File: src/rtl/program_launcher.sv
// Host-side sequencer that starts up to four programs on the processor one after another,
// times each run from Start release to Ack, and stops the sequence early if a program hangs.
module program_launcher #(
    parameter int unsigned          START_CYCLES = 2,
    parameter int unsigned          CNT_W        = 16,
    parameter logic [CNT_W-1:0]     TIMEOUT      = 16'hFFFF
) (
    input  logic             Clk_i,
    input  logic             Reset_i,
    input  logic             Go_i,
    input  logic [1:0]       NumProgs_i,
    input  logic             DutAck_i,
    output logic             DutStart_o,
    output logic [1:0]       ProgIdx_o,
    output logic             Busy_o,
    output logic             CountValid_o,
    output logic [CNT_W-1:0] CycleCount_o,
    output logic             TimedOut_o,
    output logic             Done_o
);

    // state    | meaning
    // S_IDLE   | waiting for Go after reset
    // S_START  | DutStart held high; Ack ignored (stale halt from the previous program)
    // S_RUN    | counting cycles until Ack or TIMEOUT
    // S_REPORT | one-cycle CountValid strobe for the current program
    // S_DONE   | sequence finished; Go restarts it
    typedef enum logic [2:0] {
        S_IDLE, S_START, S_RUN, S_REPORT, S_DONE
    } state_t;

    localparam int unsigned SW = (START_CYCLES > 1) ? $clog2(START_CYCLES) : 1;
    localparam logic [SW-1:0] START_LOAD = SW'(START_CYCLES - 1);

    state_t           state_q, state_d;
    logic [1:0]       num_q, num_d;
    logic [1:0]       idx_q, idx_d;
    logic [SW-1:0]    scnt_q, scnt_d;
    logic [CNT_W-1:0] rcnt_q, rcnt_d;
    logic [CNT_W-1:0] cyc_q, cyc_d;
    logic             to_q, to_d;

    always_ff @(posedge Clk_i or negedge Reset_i) begin
        if (!Reset_i) begin
            state_q <= S_IDLE;
            num_q   <= '0;
            idx_q   <= '0;
            scnt_q  <= '0;
            rcnt_q  <= '0;
            cyc_q   <= '0;
            to_q    <= 1'b0;
        end else begin
            state_q <= state_d;
            num_q   <= num_d;
            idx_q   <= idx_d;
            scnt_q  <= scnt_d;
            rcnt_q  <= rcnt_d;
            cyc_q   <= cyc_d;
            to_q    <= to_d;
        end
    end

    always_comb begin
        state_d = state_q;
        num_d   = num_q;
        idx_d   = idx_q;
        scnt_d  = scnt_q;
        rcnt_d  = rcnt_q;
        cyc_d   = cyc_q;
        to_d    = to_q;
        case (state_q)
            S_IDLE, S_DONE: begin
                if (Go_i) begin
                    num_d   = NumProgs_i;
                    idx_d   = '0;
                    scnt_d  = START_LOAD;
                    state_d = S_START;
                end
            end
            S_START: begin
                if (scnt_q == '0) begin
                    rcnt_d  = '0;
                    state_d = S_RUN;
                end else begin
                    scnt_d = scnt_q - 1'b1;
                end
            end
            S_RUN: begin
                // Ack wins over the timeout so an Ack on the last allowed cycle still counts
                if (DutAck_i) begin
                    cyc_d   = rcnt_q;
                    to_d    = 1'b0;
                    state_d = S_REPORT;
                end else if (rcnt_q == TIMEOUT) begin
                    cyc_d   = TIMEOUT;
                    to_d    = 1'b1;
                    state_d = S_REPORT;
                end else begin
                    rcnt_d = rcnt_q + 1'b1;
                end
            end
            S_REPORT: begin
                if (to_q || (idx_q == num_q)) begin
                    state_d = S_DONE;
                end else begin
                    idx_d   = idx_q + 1'b1;
                    scnt_d  = START_LOAD;
                    state_d = S_START;
                end
            end
            default: state_d = S_IDLE;
        endcase
    end

    assign DutStart_o   = (state_q == S_START);
    assign Busy_o       = (state_q == S_START) || (state_q == S_RUN) || (state_q == S_REPORT);
    assign CountValid_o = (state_q == S_REPORT);
    assign Done_o       = (state_q == S_DONE);
    assign ProgIdx_o    = idx_q;
    assign CycleCount_o = cyc_q;
    assign TimedOut_o   = to_q;

endmodule
File: config.mk
export PLATFORM = sky130hd
export DESIGN_NAME = program_launcher
export DESIGN_NICKNAME = d
export VERILOG_FILES = /design/src/rtl/program_launcher.sv
export SDC_FILE = /design/constraint.sdc
export NUM_CORES = 1
export LEC_CHECK = 0
export CAP_MARGIN = 20
export CELL_PAD_IN_SITES_DETAIL_PLACEMENT = 0
export CELL_PAD_IN_SITES_GLOBAL_PLACEMENT = 1
export CORE_MARGIN = 4
export CORE_UTILIZATION = 44
export CTS_BUF_LIST = sky130_fd_sc_hd__clkbuf_8
export DETAILED_ROUTE_END_ITERATION = 7
export GPL_TIMING_DRIVEN = 0
export PLACE_DENSITY_LB_ADDON = 0.1
export SLEW_MARGIN = 20
export SYNTH_ARGS = -nofsm -noshare
export SYNTH_HDL_FRONTEND = slang
export SYNTH_SLANG_ARGS = --single-unit
File: constraint.sdc
create_clock -name Clk_i -period 2.3 [get_ports Clk_i]
set_input_delay 0.345 -clock Clk_i [delete_from_list [all_inputs] [get_ports Clk_i]]
set_output_delay 0.345 -clock Clk_i [all_outputs]
set_load 0.005 [all_outputs]
==> results.md, run 1 <==
* Status: completed
* Reg clk slew, reported paths at 0.07 ns
* Vias in the first global route at between 1500 and 2000
* Initial Util at 45.7%
* Hold buffers post-CTS at 0
* Clk sinks at 41
* Min-Delay Path Class: in -> async
* Main flop type after synthesis: dfrtp_1
* HPWL Detailed at 3370 um
* RSZ-0062 raised after global routing: false
* Antenna Cells at 0
* Static leakage at slightly above 1 nW
* Yosys reg bits at 41
* Sequential area share after synthesis at 51.2%
* Initial DRC count at 108
* CORE AREA at 0.00438 mm2
* Fmax at 0.451 GHz
* Netlist cell types at 48
* Initial antenna violation count at 0
* Met2 wire len at 2250 um
* Cells after Synth at 193
* MaxCap Viol Count at 0
* Placed cells at 273
* Vias at roughly 1700
* Power density cells at 1180 mW/mm2
* Minimum clock period at between 2 and 2.5 ns
* EDFF count, synth at 0
* Hold Slack at 0.0212 ns
* Chip height at 75.5 um
* Share of post-route cells with drive strength above 1 at 11.8%
* Wire length on met1 at 2000 um
* Drt pass-1 iters at 4
* Critical path class: reg -> out
* Setup Fix Bufs, Post-CTS at 0
* # fillers at 375
* Startpoint Class: flip-flop
* Endpoints failing setup at 0
* # H-tree levels at 2
* Clk_lat worst skew at 0.29 ns
* Post-Synth Adder-Cell Area at 0.625%
* Slew @ Worst Pin at 0.755 ns
* Worst rel slew slack at 49.6%
* Clock Tree Buf Depth at 2
* Rows at 24
* DRC violations left at 0
* Port Buffer Count at 27
* Register Area at a little over 0.001 mm2
* Maximum vdd drop at 528 uV
* Total Routed Length at 4620 um
* Via density at between 5 and 6
* Largest net degree at the start of global routing at 23
* Post-CTS Resized at 0
* Most frequent cells in the layout: dfrtp_1, clkdlybuf4s50_1, o22a_1
* Full die area at 0.00570 mm2
* Mapped Nets at 200
* Metal3 WL at approximately 330 um
* Warnings from Yosys at 0
* Worst clock skew at 0.00520 ns
* ANT nets after route at 0
* Largest family of logic cells by synthesized area: compound AO/OA/AOI/OAI gates
* Simple-gate share of the synthesized area at a little under a fifth
* CTS tree: yes
* Non-Filler Instances at 280
* GRT Util Overall at 17.6%
* Crit. End Element: output pin
* Post-synthesis mux area share at 2.69%
* Gpl congestion at 0.816
* Inserted Clock Buffers at 5
* Overflow after GRT at 0
* Layout area overhead at 22.2%
* Worst Path Required at 1.96 ns
* Final hold violation count at 0
* Most common cell after layout, fill and taps aside: dfrtp_1
* Worst-path fanout max at 8
* Area fraction in compound gates after synthesis at about 22%
* Syn Std Cell Area at 0.00200 mm2
* Syn avg cell area at 10.4 um2
* Critical Path AT at 1.87 ns
* Ports at 29
* Total Power at 2.88 mW
* Fraction of registers with async set or reset after synthesis at 100%
* Root buffer cell: clkbuf_8
* WL per Instance at approximately 17 um
* Top Metal Used: met4
* Net count, final at 235
* Period utilization at a little over nine tenths
* Die Wd at 75.5 um
* XOR/XNOR Fraction of Synth Area at less than 1%
* Multi-input gate area at 902 um2
* Global-route wire length before repair at 7650 um
* Max Slew Vio Count at 0
-- final cells by class --
cell class                      count  area share (%)
Inverter                            6           0.920
Buffer                              9            2.15
Clock buffer                        6            3.37
Tap cell                           52            2.66
Multi-Input combinational cell    137            36.9
Timing Repair Buffer               28            12.0
Sequential cell                    41            41.9
Clock inverter                      1           0.153
-- registers in the layout, indices dropped and copies added (netlist names) --
| register | count |
|---|---|
| rcnt_q | 16 |
| TimedOut_o | 1 |
| state_q | 3 |
| CycleCount_o | 16 |
| scnt_q | 1 |
| ProgIdx_o | 2 |
| num_q | 2 |
-- worst max-delay path, stage by stage, from the launching register on --
cell and delay (ns):
dfrtp_1 0.45, nand2b_1 0.22, or2_2 0.34, inv_1 0.08, clkdlybuf4s50_1 0.49
-- synthesized netlist by cell type (2+ instances only) --
master / number / area [um2]
mux2_2: 3 / 33.8
o21ai_1: 2 / 10.0
clkbuf_1: 2 / 7.51
xnor2_1: 2 / 17.5
or2_2: 2 / 12.5
buf_4: 2 / 15.0
nor2_1: 11 / 41.3
nand2b_1: 4 / 25.0
nand4_2: 2 / 25.0
o22a_1: 16 / 140
nor3_1: 5 / 25.0
nand2_1: 15 / 56.3
nor4_1: 4 / 25.0
o21ai_0: 14 / 70.1
dfrtp_1: 41 / 1030
o31ai_1: 4 / 30.0
mux2i_1: 2 / 20.0
a31oi_1: 4 / 25.0
o211ai_1: 4 / 30.0
nand3_1: 7 / 35.0
o311ai_1: 2 / 17.5
buf_2: 3 / 15.0
inv_1: 6 / 22.5
a21oi_1: 10 / 50.1
a22o_1: 3 / 26.3
-- cell families (layout without fill, tap and decap cells) --
logic type,Yosys count,count (layout)
muxes,5,5
adders and majority gates,1,1
buffers and inverters,15,50
DFF,41,41
xor gates and xnor gates,2,2
AOI/OAI and AO/OA,65,65
and+or+nand+nor,64,64
-- layer usage --
layer | GRT usage (%) | vias up
li1 | - | 797
met3 | 3.96 | 7
met4 | 5.83 | 0
met1 | 22.9 | 817
met2 | 29.0 | 56
met5 | 0 | -
-- where the power goes --
group          switching, mW  internal [mW]
sequential             0.180          0.963
combinational          0.571          0.705
clock                  0.230          0.234
-- path summary, 6_finish.rpt --
| kind | startpoint | slack [ns] | to | depth (start not counted) |
|---|---|---|---|---|
| worst max-delay path | state_q[2] | 0.08 | CountValid_o | 4 |
| worst min-delay path | Reset_i | 0.02 | ProgIdx_o[0] | 1 |
| worst max register to register | rcnt_q[0] | 0.23 | rcnt_q[14] | 6 |
| worst min register to register | CycleCount_o[12] | 0.51 | CycleCount_o[12] | 1 |
| max in group asynchronous | Reset_i | 1.80 | CycleCount_o[6] | 2 |
| min in group Clk_i | DutAck_i | 0.39 | TimedOut_o | 2 |
-- stage by stage --
| stage | worst slack, ns | utilization [%] | setup TNS, ns | area, um2 |
|---|---|---|---|---|
| final | 0.0825 | 55.8 | 0 | 2450 |
| after detailed placement | 0.177 | 53.9 | 0 | 2360 |
| after global placement | -0.0885 | 53.3 | -3.56 | 2340 |
| after CTS | 0.0754 | 55.8 | 0 | 2450 |
| after global routing | 0.0000282 | 55.8 | 0 | 2450 |
| after floorplan | 0.494 | - | 0 | 2000 |
No activity file was read; power rests on OpenSTA's default activity.
==> inputs of run 2 (changes only) <==
- ABC_CLOCK_PERIOD_IN_PS: not set -> 2300
==> results of run 2 <==
No change in the layout: final DEF, timing and power equal those of run 1.
